<file path="src/rtl/control_tx_if.sv">
// Byte stream from control_tx to the endpoint link model or packetizer.
interface control_tx_if;
  logic [7:0] tx_data;
  logic       tx_valid;
  logic       tx_ready;
  logic       tx_last;

  modport master (output tx_data, output tx_valid, output tx_last, input tx_ready);
  modport slave  (input tx_data, input tx_valid, input tx_last, output tx_ready);
endinterface

</file>
<file path="src/rtl/control_tx.sv">
// Debug Class control request transmitter: 8-byte SETUP packet plus optional OUT data stage.
// Define CONTROL_TX_DATA_STAGE_EN to build the host-to-device data stage.
module control_tx (
  input  logic         clk,
  input  logic         rst,
  input  logic         start,
  input  logic [7:0]   bmRequestType,
  input  logic [7:0]   bRequest,
  input  logic [15:0]  wValue,
  input  logic [15:0]  wIndex,
  input  logic [15:0]  wLength,
  input  logic [63:0]  parameter_Block,
  input  logic         abort,
  control_tx_if.master tx,
  output logic         busy,
  output logic         done,
  output logic         err
);

  localparam logic [1:0] S_IDLE  = 2'd0;
  localparam logic [1:0] S_SETUP = 2'd1;
`ifdef CONTROL_TX_DATA_STAGE_EN
  localparam logic [1:0] S_DATA  = 2'd2;
`endif
  localparam logic [1:0] S_DONE  = 2'd3;

  logic [1:0]  state;
  logic [3:0]  cnt;
  logic [3:0]  cnt_inc;
  logic [7:0]  bm_q;
  logic [7:0]  br_q;
  logic [15:0] wv_q;
  logic [15:0] wi_q;
  logic [15:0] wl_q;
  logic [7:0]  setup_nxt;
  logic        has_data;
  logic        xfer;

  assign xfer    = tx.tx_valid && tx.tx_ready;
  assign cnt_inc = cnt + 4'd1;

`ifdef CONTROL_TX_DATA_STAGE_EN
  logic [63:0] pb_q;
  logic [3:0]  cnt_inc2;
  logic [7:0]  data_nxt;

  assign has_data = !bm_q[7] && (wl_q != '0);
  assign cnt_inc2 = cnt + 4'd2;
  assign data_nxt = pb_q[{cnt_inc[2:0], 3'b000} +: 8];
`else
  logic unused_pblock;

  assign has_data      = 1'b0;
  assign unused_pblock = ^parameter_Block;
`endif

  // Next SETUP byte is precomputed so tx_data can stay a plain register.
  always_comb begin
    setup_nxt = '0;
    case (cnt_inc[2:0])
      3'd0: setup_nxt = bm_q;
      3'd1: setup_nxt = br_q;
      3'd2: setup_nxt = wv_q[7:0];
      3'd3: setup_nxt = wv_q[15:8];
      3'd4: setup_nxt = wi_q[7:0];
      3'd5: setup_nxt = wi_q[15:8];
      3'd6: setup_nxt = wl_q[7:0];
      3'd7: setup_nxt = wl_q[15:8];
      default: setup_nxt = '0;
    endcase
  end

  always_ff @(posedge clk or negedge rst) begin
    if (!rst) begin
      state       <= S_IDLE;
      cnt         <= '0;
      bm_q        <= '0;
      br_q        <= '0;
      wv_q        <= '0;
      wi_q        <= '0;
      wl_q        <= '0;
`ifdef CONTROL_TX_DATA_STAGE_EN
      pb_q        <= '0;
`endif
      tx.tx_data  <= '0;
      tx.tx_valid <= 1'b0;
      tx.tx_last  <= 1'b0;
      busy        <= 1'b0;
      done        <= 1'b0;
      err         <= 1'b0;
    end else begin
      done <= 1'b0;
      err  <= 1'b0;
      case (state)
        S_IDLE: begin
          if (start) begin
            bm_q <= bmRequestType;
            br_q <= bRequest;
            wv_q <= wValue;
            wi_q <= wIndex;
            wl_q <= wLength;
`ifdef CONTROL_TX_DATA_STAGE_EN
            pb_q <= parameter_Block;
            if (!bmRequestType[7] && (wLength > 16'd8)) begin
              err <= 1'b1;
            end else
`endif
            begin
              state       <= S_SETUP;
              cnt         <= '0;
              tx.tx_data  <= bmRequestType;
              tx.tx_valid <= 1'b1;
              tx.tx_last  <= 1'b0;
              busy        <= 1'b1;
            end
          end
        end

        S_SETUP: begin
          if (abort) begin
            state       <= S_IDLE;
            tx.tx_valid <= 1'b0;
            tx.tx_last  <= 1'b0;
            tx.tx_data  <= '0;
            busy        <= 1'b0;
            err         <= 1'b1;
          end else if (xfer) begin
            if (cnt == 4'd7) begin
`ifdef CONTROL_TX_DATA_STAGE_EN
              if (has_data) begin
                state      <= S_DATA;
                cnt        <= '0;
                tx.tx_data <= pb_q[7:0];
                tx.tx_last <= (wl_q == 16'd1);
              end else
`endif
              begin
                state       <= S_DONE;
                tx.tx_valid <= 1'b0;
                tx.tx_last  <= 1'b0;
                tx.tx_data  <= '0;
                done        <= 1'b1;
              end
            end else begin
              cnt        <= cnt_inc;
              tx.tx_data <= setup_nxt;
              tx.tx_last <= (cnt_inc == 4'd7) && !has_data;
            end
          end
        end

`ifdef CONTROL_TX_DATA_STAGE_EN
        S_DATA: begin
          if (abort) begin
            state       <= S_IDLE;
            tx.tx_valid <= 1'b0;
            tx.tx_last  <= 1'b0;
            tx.tx_data  <= '0;
            busy        <= 1'b0;
            err         <= 1'b1;
          end else if (xfer) begin
            // wLength <= 8 is guaranteed here, so its low nibble is the full byte count.
            if (cnt_inc == wl_q[3:0]) begin
              state       <= S_DONE;
              tx.tx_valid <= 1'b0;
              tx.tx_last  <= 1'b0;
              tx.tx_data  <= '0;
              done        <= 1'b1;
            end else begin
              cnt        <= cnt_inc;
              tx.tx_data <= data_nxt;
              tx.tx_last <= (cnt_inc2 == wl_q[3:0]);
            end
          end
        end
`endif

        S_DONE: begin
          state <= S_IDLE;
          cnt   <= '0;
          busy  <= 1'b0;
        end

        default: begin
          state       <= S_IDLE;
          cnt         <= '0;
          tx.tx_valid <= 1'b0;
          tx.tx_last  <= 1'b0;
          busy        <= 1'b0;
        end
      endcase
    end
  end

endmodule

</file>
<file path="src/flat_wrapper.sv">
// flat-port wrapper written by rule: the top's interface ports become plain ports
module control_tx_flat 
  (clk, rst, start, bmRequestType, bRequest, wValue, wIndex, wLength, parameter_Block, abort, busy, done, err, tx_tx_data, tx_tx_valid, tx_tx_last, tx_tx_ready);
  control_tx_if tx_i ();
  input  logic clk;
  input  logic rst;
  input  logic start;
  input  logic [7:0] bmRequestType;
  input  logic [7:0] bRequest;
  input  logic [15:0] wValue;
  input  logic [15:0] wIndex;
  input  logic [15:0] wLength;
  input  logic [63:0] parameter_Block;
  input  logic abort;
  output logic busy;
  output logic done;
  output logic err;
  output wire logic [$bits(tx_i.tx_data)-1:0] tx_tx_data;
  output wire logic [$bits(tx_i.tx_valid)-1:0] tx_tx_valid;
  output wire logic [$bits(tx_i.tx_last)-1:0] tx_tx_last;
  input wire logic [$bits(tx_i.tx_ready)-1:0] tx_tx_ready;
  assign tx_tx_data = tx_i.tx_data;
  assign tx_tx_valid = tx_i.tx_valid;
  assign tx_tx_last = tx_i.tx_last;
  assign tx_i.tx_ready = tx_tx_ready;
  control_tx u_core (.clk(clk), .rst(rst), .start(start), .bmRequestType(bmRequestType), .bRequest(bRequest), .wValue(wValue), .wIndex(wIndex), .wLength(wLength), .parameter_Block(parameter_Block), .abort(abort), .tx(tx_i), .busy(busy), .done(done), .err(err));
endmodule
</file>
<file path="config.mk">
export PLATFORM = sky130hd
export DESIGN_NAME = control_tx_flat
export DESIGN_NICKNAME = d
export VERILOG_FILES = /design/src/rtl/control_tx_if.sv /design/src/rtl/control_tx.sv /design/src/flat_wrapper.sv
export SDC_FILE = /design/constraint.sdc
export NUM_CORES = 1
export LEC_CHECK = 0
export BUFFER_PORTS_ARGS = -buffer_cell sky130_fd_sc_hd__clkbuf_2
export CAP_MARGIN = 10
export CORE_MARGIN = 10
export CORE_UTILIZATION = 50
export CTS_BUF_LIST = sky130_fd_sc_hd__clkbuf_8
export CTS_CLUSTER_DIAMETER = 120
export DETAILED_ROUTE_END_ITERATION = 10
export PLACE_DENSITY = 0.83
export SLEW_MARGIN = 10
export SYNTH_ARGS = -nofsm -noshare
export SYNTH_HDL_FRONTEND = slang
export SYNTH_SLANG_ARGS = --single-unit
</file>
<file path="constraint.sdc">
create_clock -name clk -period 5 [get_ports clk]
set_input_delay 0.25 -clock clk [delete_from_list [all_inputs] [get_ports clk]]
set_output_delay 0.25 -clock clk [all_outputs]
set_load 0.05 [all_outputs]
</file>
==> Word-level counts from Yosys, hierarchy flattened <==
Index checks and enable logic that the tools add are counted.
{ "op_classes": {"eq_ne": 18, "n_bitwise": 1, "add_sub_neg": 1, "mux": 34, "n_reduce_logical": 11} }
{ "op_table": {"columns": ["operator", "count"], "rows": [
  ["8-bit one-hot mux with 8 select lines", 1],
  ["8-bit two-way mux", 4],
  ["4-bit two-way mux", 4],
  ["8-bit one-hot mux with 2 select lines", 1],
  ["1-bit two-way mux", 15],
  ["3-bit == test (second input constant)", 4],
  ["3-bit AND reduction", 3],
  ["4-bit by 3-bit == test with 1-bit output (second input constant)", 2],
  ["2-bit two-way mux", 4],
  ["2-bit != test (second input constant)", 4],
  ["4-bit one-hot mux with 2 select lines", 1],
  ["4-bit AND reduction", 2],
  ["3-bit by 2-bit == test with 1-bit output (second input constant)", 2],
  ["3-bit by 2-bit != test with 1-bit output (second input constant)", 2],
  ["1-bit one-hot mux with 3 select lines", 2],
  ["4-bit by 1-bit adder with 4-bit output (second input constant)", 1],
  ["2-bit one-hot mux with 2 select lines", 1],
  ["2-bit AND reduction", 2],
  ["3-bit by 1-bit == test with 1-bit output (second input constant)", 1],
  ["3-bit zero test", 1],
  ["2-bit by 1-bit == test with 1-bit output (second input constant)", 1],
  ["2-bit == test (second input constant)", 1],
  ["2-bit zero test", 1],
  ["2-bit by 1-bit != test with 1-bit output (second input constant)", 1],
  ["other kinds (4)", 4]
]} }
{ "totals": {"output_inout_bits": 13, "regBits": 83} }

==> Logic depth before layout (Yosys ltp) <==
Gate-level depths: netlist (run 1).
{ "logic_depth": {"depth_word": 7, "depth_mapped": 8} }

==> Worst setup path before layout (run 1) <==
Ideal clock, no wire load.
{ "synth_path": {"kind": "flip-flop to flip-flop", "from": "register u_core.cnt[0]", "to": "register u_core.tx.tx_data[1]", "slack_ns": 3.091, "period_less_slack_ns": 1.909, "t_required_ns": 4.904, "setup_ns": 0.096, "n_path_buf": 1, "stages_incl_launch_ff": 7, "arrival_ns": 1.813, "path_cell_list": "dfrtp_1 ha_1 xnor2_4 buf_4 mux2i_1 nor4_1 o31ai_1"} }
{ "synth_between": {"elab_chain_cells": 7} }
{ "synth_lines": {"columns": ["element", "line", "rtl"], "rows": [
  ["start: declaration", "control_tx.sv:28", "logic [3:0] cnt;"],
  ["start signal: assignment", "control_tx.sv:145", "cnt <= cnt_inc;"],
  ["4-bit by 1-bit adder with 4-bit output", "control_tx.sv:40", "assign cnt_inc = cnt + 4'd1;"],
  ["3-bit == test (tied with other cells)", "control_tx.sv:60", "case (cnt_inc[2:0])"],
  ["8-bit one-hot mux with 8 select lines", "control_tx.sv:60", null],
  ["8-bit two-way mux (*)", "control_tx.sv:128", "if (cnt == 4'd7) begin"],
  ["8-bit two-way mux (*)", "control_tx.sv:127", "end else if (xfer) begin"],
  ["8-bit two-way mux (*)", "control_tx.sv:120", "if (abort) begin"],
  ["8-bit one-hot mux with 2 select lines (*)", "control_tx.sv:94", "case (state)"],
  ["end signal: assignment", "control_tx.sv:111", "tx.tx_data <= bmRequestType;"],
  ["end signal: assignment", "control_tx.sv:146", "tx.tx_data <= setup_nxt;"],
  ["end: declaration", "control_tx_if.sv:8", "modport master (output tx_data, output tx_valid, output tx_last, input tx_ready);"]
]} }
Every way passes the cells marked *; elsewhere a longest branch is shown, timed or not. The select of a mux whose other input is x is not followed.
A chain may end at the register's enable or synchronous reset.

==> Worst setup path in the final report (run 1) <==
{ "layout_path": {"from": "register u_core.state[0]", "to": "register u_core.wv_q[10]"} }
{ "layout_between": {"elab_chain_cells": 2} }
{ "layout_lines": {"columns": ["element", "line", "rtl"], "rows": [
  ["start: declaration", "control_tx.sv:27", "logic [1:0] state;"],
  ["start signal: assignment", "control_tx.sv:75", "state <= S_IDLE;"],
  ["start signal: assignment", "control_tx.sv:109", "state <= S_SETUP;"],
  ["start signal: assignment", "control_tx.sv:121", "state <= S_IDLE;"],
  ["2-bit zero test", "control_tx.sv:94", null],
  ["2-bit AND reduction (no source line)", null, null],
  ["end signal: assignment", "control_tx.sv:99", "wv_q <= wValue;"],
  ["end: declaration", "control_tx.sv:32", "logic [15:0] wv_q;"]
]} }
Every way passes these cells.

==> qor.yml, run 1 <==
cp_data_required_time_ns: 5.23
layout_commonest_cell: "dfrtp_1"
clkSlewWorstSetupHoldPaths_ns: 0.07
power_frac_seq_pct: 47.2
critPathKind: "reg2reg"
fmax_mhz: 377
slew_headroom_pct: 20.7
power.density_mw_per_mm2: 416
dp_hpwl_um: 6430
post-cts-setup-buffers: 0
dp_slack_ns: 2.37
p_int_uw: 1310
yosysTopAreaCellShare_pct: 53.9
layout_common_cells: "dfrtp_1, clkbuf_2, mux2_2, nand2_1, a22oi_1"
netSwitchingPower_uw: 578
clock_latency_ns: 0.35
fillCellCount: 605
overflow: 0
nets: 518
area_growth_syn_to_layout_pct: 17.5
drive_gt1_share_pct: 43.0
worst_pin_slew_ns: 1.19
syn_inst: 304
synth_area_mm2: 0.00385
antenna_found_initial: 0
synth_ff_type: "dfrtp_1"
die_h_um: 108
holdCritPathClass: "in2async"
sw_frac_of_total_pct: 30.7
p_leak_uw: 0.00214
synth_edf_count: 0
htree_num_levels: 3
die_area_mm2: 0.0116
drv_slew: 0
layout_setup_ws_ns: 2.35
numPortBuffers: 81
cts-root-buf: "clkbuf_8"
cts_buffers: 9
crit_arrival_ns: 2.88
finalCritPeriodShare_pct: 53.0
setup-violations-final: 0
synthArstFlopShare_pct: 100
drt_iter0_drc: 91
grt_max_degree: 84
die_x_um: 108
grt_first_pass_wirelength_um: 14200
start_util_pct: 52.3
cts_tree: "yes"
clock_sinks: 83
wl_um: 8810
syn_area_per_cell_um2: 12.7
peakVddDrop_mv: 0.191
ys_top_cells_by_area: "dfrtp_1, mux2_2, mux2i_1, a22oi_1, nand2_1"
yosysTopAreaCell: "dfrtp_1"
pwr-share-clk_pct: 26.6
cts.path.max_buffers: 2
drc_errors: 0
yosysWarnings: 0
status: "finished, final reports clean"
post_drt_wl_per_cell_um: 18.2
firstDrtPassIters: 5
worstPathMaxFanout: 45
combPwrFrac_pct: 26.2
routabilityCongestion: 0.771
setup_tns_ns: 0
hold_buffers: 0
end_kind: "flop"
core_mm2: 0.00737
ios: 146
finalHoldViolCount: 0
post_drt_via_cell_ratio: 5.61
hold_slack_ns: 0.0597
ys_seq_elements: 83
rows: 31
diodes: 0
postRouteAntennaNets: 0
reg2reg_slack_ns: 2.35
post-route-min-period_ns: 2.65
maxCapViolCount: 0
vias: 2708
fin_skew_ns: 0.0100
ys_seq_area_share_pct: 53.9
yosysUniqueCellTypes: 35
cts_resized: 0
start_kind: "flop"
rsz0062_at_grt: "no"
grt_usage_pct: 15.4
first_global_vias: 2926
syn_nets: 442
-- worst max-delay path, cell delays in order, from the launching register on --
cell      delay, ns
dfrtp_1        0.46
nand2b_1       0.26
nor2_4         0.91
buf_4          0.49
mux2_2         0.38
-- worst paths after layout --
kind                                  from              end  depth (start not counted)
max                        u_core.state[0]  u_core.wv_q[10]                          4
min                                    rst  u_core.wv_q[10]                          1
min in group clk                 wValue[7]   u_core.wv_q[7]                          2
min reg2reg                 u_core.wl_q[9]   u_core.wl_q[9]                          1
max reg2reg                u_core.state[0]  u_core.wv_q[10]                          4
max in group asynchronous              rst    u_core.cnt[3]                          1
-- sequential cells by signal, summed over array words and instances, names as in the netlist --
signal	cells
u_core.state	2
u_core.wi_q	16
u_core.busy	1
u_core.tx.tx_last	1
u_core.err	1
u_core.cnt	4
u_core.tx.tx_valid	1
u_core.bm_q	8
u_core.done	1
u_core.tx.tx_data	8
u_core.br_q	8
u_core.wl_q	16
u_core.wv_q	16
-- cell families (layout without fill, tap and decap cells) --
kind of cell	after synthesis	after routing	synth area share (%)
mux	82	82	23.4
simple gates	59	59	7.14
fa+ha+maj	5	5	1.62
buf+inv	23	103	2.82
xor+xnor	3	3	1.17
flops	83	83	53.9
compound gates	49	49	9.96
-- stage by stage --
stage          cells  cell area [µm²]  utilization [%]  power [µW]
2_1_floorplan    304             3850                -        1240
3_3_place_gp     468             4320             58.6        1370
3_5_place_dp     468             4320             58.6        1400
4_1_cts          483             4530             61.4        1900
5_1_grt          483             4530             61.4        1990
6_report         483             4530             61.4        1890
-- per-layer routing --
metal	track usage (%)	part of all wire [%]	wire (µm)
met1	19.0	43	3800
met2	24.1	47	4120
met3	5.93	8.6	755
met4	5.34	1.5	131
met5	0	0	0
-- cell usage after synthesis, types with 2 or more instances --
| cell | count |
|---|---|
| dfrtp_1 | 83 |
| mux2_2 | 65 |
| nand2_1 | 28 |
| a22oi_1 | 20 |
| mux2i_1 | 17 |
| nor2_1 | 10 |
| buf_2 | 9 |
| o21ai_0 | 7 |
| clkbuf_1 | 6 |
| inv_1 | 6 |
| nor4_1 | 6 |
| o31ai_1 | 6 |
| ha_1 | 5 |
| nand2b_1 | 4 |
| nand3_1 | 4 |
| a21oi_1 | 3 |
| a222oi_1 | 3 |
| a211o_1 | 2 |
| a22o_1 | 2 |
| nor4b_1 | 2 |
| xor2_1 | 2 |
-- power by group through the flow --
stage	Combinational [µW]	Sequential, µW	Clock [µW]
detailed placement	496	902	0
global placement	479	893	0
CTS	498	889	516
finish	494	890	502
floorplan	303	940	0
global route	538	907	546
-- layout make-up --
| class | instances | area (µm²) | share of cell area, % |
|---|---|---|---|
| flip-flops and latches | 83 | 2080 | 45.9 |
| clock inverters | 2 | 33.8 | 0.746 |
| well taps | 99 | 124 | 2.74 |
| multi-input cells | 198 | 1680 | 37.0 |
| clock buffers | 13 | 179 | 3.95 |
| inverters | 6 | 22.5 | 0.497 |
| repair buffers | 82 | 415 | 9.17 |
Power figures use the tool's default switching activity.
==> run 2: changes to the inputs <==
--- a/config.mk
+++ b/config.mk
@@ -5,6 +5,7 @@
 export SDC_FILE = /design/constraint.sdc
 export NUM_CORES = 1
 export LEC_CHECK = 0
+export ABC_AREA = 1
 export BUFFER_PORTS_ARGS = -buffer_cell sky130_fd_sc_hd__clkbuf_2
 export CAP_MARGIN = 10
 export CORE_MARGIN = 10
@@ -12,7 +13,7 @@
 export CTS_BUF_LIST = sky130_fd_sc_hd__clkbuf_8
 export CTS_CLUSTER_DIAMETER = 120
 export DETAILED_ROUTE_END_ITERATION = 10
-export PLACE_DENSITY = 0.83
+export PLACE_DENSITY = 0.81
 export SLEW_MARGIN = 10
 export SYNTH_ARGS = -nofsm -noshare
 export SYNTH_HDL_FRONTEND = slang
==> constraint.sdc (replaced) <==
create_clock -name clk -period 2.55 [get_ports clk]
set_input_delay 0.1275 -clock clk [delete_from_list [all_inputs] [get_ports clk]]
set_output_delay 0.1275 -clock clk [all_outputs]
set_load 0.05 [all_outputs]
==> run 2 against run 1 <==
  * The flow now finishes with violations (negative hold slack)
  * Flip-flop and latch count stayed put
  * Highest routed layer unchanged
  * Power grew to 3.3 times the previous value
  * Hold slack worse by 0.060 ns
  * Clock skew down 0.0017 ns
  * Clock power grew 130%
  * Critical path depth rose by 6
  * Non-clock buffer count rose by 44
  * Register-to-register slack worse by 1.9 ns
  * Synthesized area up 13%
==> qor.yml, run 2 <==
syn_area_per_cell_um2: 10.6  # -16%
wl_um: 10300  # +17%
syn_nets: 547  # +24%
start_kind: "flop"
fmax_mhz: 486  # +29%
reg_top3: "u_core.wi_q x16, u_core.wl_q x16, u_core.wv_q x16"
rsz0062_at_grt: "no"
status: "finished, violations left"
dp_cells: 574  # +23%
failed_checks: "negative hold slack"
placed_area_mm2: 0.00473  # +9.5%
area_growth_syn_to_layout_pct: 23.9
die_area_mm2: 0.0128  # +10%
firstDrtPassIters: 4  # -1
die_h_um: 113  # +5.0%
ys_top_cells_by_area: "dfrtp_1, mux2_4, mux2_2, nand2_1, nand4_1"
nets: 659  # +27%
grt_max_degree: 84  # unchanged
clock_sinks: 83  # unchanged
finalCritPeriodShare_pct: 80.7  # +28 points
cts_buffers: 9  # unchanged
slew_headroom_pct: 31.3  # +11 points
cts_resized: 0  # unchanged
setup_tns_ns: 0  # unchanged
cp_data_required_time_ns: 2.80  # -2.43 ns
setup-violations-final: 0  # unchanged
synth_ff_type: "dfrtp_1"
synthArstFlopShare_pct: 100  # unchanged
htree_num_levels: 3  # unchanged
core_mm2: 0.00834  # +13%
postRouteAntennaNets: 0  # unchanged
holdCritPathClass: "in2reg"
start_util_pct: 52.1  # -0.25 points
fin_cells: 631  # +31%
critPathKind: "reg2reg"
yosysTopAreaCellShare_pct: 47.8  # -6.0 points
fin_total_pwr_uw: 6190  # +230%
post_drt_wl_per_cell_um: 16.3  # -10%
yosysWarnings: 0  # unchanged
dp_hpwl_um: 6940  # +7.8%
drc_errors: 0  # unchanged
fillCellCount: 673  # +11%
diodes: 0  # unchanged
yosysTopAreaCell: "dfrtp_1"
rows: 33  # +6.5%
die_x_um: 113  # +5.0%
overflow: 0  # unchanged
post-route-min-period_ns: 2.06  # -0.593 ns
clock_latency_ns: 0.36  # about the same
numPortBuffers: 81  # unchanged
fin_skew_ns: 0.00828  # -0.00173 ns
crit_arrival_ns: 2.30  # -0.58 ns
peakVddDrop_mv: 0.574  # +200%
hold_slack_ns: -0.000718  # -0.0604 ns
ys_seq_elements: 83  # unchanged
ys_seq_area_share_pct: 47.8  # -6.0 points
worst_pin_slew_ns: 1.03  # -0.156 ns
worstPathMaxFanout: 35  # -22%
drive_gt1_share_pct: 35.4  # -7.6 points
synthTopCellsByCount: "dfrtp_1, nand2_1, mux2_4"
cts_tree: "yes"
synth.most_common_cell: "dfrtp_1"
post_drt_via_cell_ratio: 5.24  # -6.5%
post-cts-setup-buffers: 0  # unchanged
drt_iter0_drc: 143  # +57%
ios: 146  # unchanged
p_leak_uw: 0.00281  # +31%
layout_common_cells: "dfrtp_1, clkbuf_2, nand2_1, dlygate4sd3_1, mux2_4"
synth_edf_count: 0  # unchanged
clkSlewWorstSetupHoldPaths_ns: 0.08  # about the same
utilization_pct: 64.5  # +3.0 points
cts-root-buf: "clkbuf_8"
antenna_found_initial: 0  # unchanged
fin_area_mm2: 0.00538  # +19%
finalHoldViolCount: 1  # +1
power.density_mw_per_mm2: 1150  # +180%
end_kind: "flop"
grt_first_pass_wirelength_um: 17100  # +21%
synth_area_mm2: 0.00434  # +13%
drv_slew: 0  # unchanged
grt_usage_pct: 16.2  # +0.81 points
layout_commonest_cell: "dfrtp_1"
vias: 3309  # +22%
routabilityCongestion: 0.821  # +6.4%
yosysUniqueCellTypes: 30  # -14%
cts.path.max_buffers: 2  # unchanged
maxCapViolCount: 0  # unchanged
syn_inst: 409  # +35%
first_global_vias: 3479  # +19%
[run 2: changes by cell type after synthesis, sizes merged, moves of 12 or more]
| cell | change |
|---|---|
| nand4 | +32 |
| nand2 | +49 |
| mux2i | -17 |
| a22oi | -20 |
| nor2 | +15 |
| buf | +12 |
| nand3 | +24 |
| inv | +27 |
[run 2: worst paths after layout]
| path | startpoint | to | slack (ns) | cells past startpoint |
|---|---|---|---|---|
| worst min-delay path | wValue[14] | u_core.wv_q[14] | -0.0007 | 2 |
| max in group asynchronous | rst | u_core.wv_q[9] | 1.40 | 2 |
| worst min register to register | u_core.busy | u_core.busy | 0.48 | 2 |
| min in group asynchronous | rst | u_core.wi_q[3] | 0.49 | 2 |
| worst max-delay path | u_core.cnt[0] | u_core.tx.tx_data[3] | 0.49 | 10 |
| worst max register to register | u_core.cnt[0] | u_core.tx.tx_data[3] | 0.49 | 10 |
[run 2: kinds of logic (layout without fill, tap and decap cells)]
logic type,after synthesis,count (layout),share of synthesized area (%)
XOR/XNOR,1,1,0.202
multiplexers,64,64,19.9
flip-flops,83,83,47.8
AND/OR/NAND/NOR,165,165,18.8
adder cells (fa/ha/maj),5,5,1.44
AO/OA/AOI/OAI,33,33,4.29
buffers and inverters,58,175,7.55
[run 2: power breakdown]
group	internal [µW]	leakage (µW)	total (µW)	switching (µW)
clock	670	0.000127	1140	468
combinational	1250	0.00169	2710	1470
sequential	1960	0.000991	2340	385
[run 2: metal layers]
metal	vias to the layer above	share of wire, %	track usage, %
met2	97	49	26.5
met4	0	1.6	5.16
met5	-	0	0
li1	1607	-	-
met1	1592	43	20.3
met3	13	6.6	4.54
[run 2: layout make-up]
| cell class | instances | area, µm² | share of cell area [%] |
|---|---|---|---|
| clock inverter | 6 | 104 | 1.93 |
| multi-input combinational | 268 | 1940 | 36.1 |
| tap | 105 | 131 | 2.44 |
| timing repair buffer | 126 | 861 | 16.0 |
| inverter | 33 | 126 | 2.35 |
| clock buffer | 10 | 138 | 2.56 |
| sequential | 83 | 2080 | 38.6 |
[run 2: worst max-delay path: stages (launching register included)]
cell,delay (ns)
dfrtp_1,0.44
ha_1,0.25
inv_1,0.09
nand2_4,0.31
nand2_4,0.27
nand3_1,0.13
nand2_1,0.06
nor2_1,0.13
nand2_1,0.12
nand2_1,0.08
a21boi_1,0.05
[run 2: what timing repair did]
item,CTS,global route
endpoints found under the hold margin,95,2
hold buffers,39,2
setup endpoints to repair,0,0
[run 2: stage by stage]
stage | hold WS, ns | setup WS [ns]
2_1_floorplan | -0.168 | 0.909
3_3_place_gp | 0.358 | 0.609
3_5_place_dp | 0.362 | 0.552
4_1_cts | 0.000377 | 0.501
5_1_grt | 0.00137 | 0.294
6_report | -0.000718 | 0.493
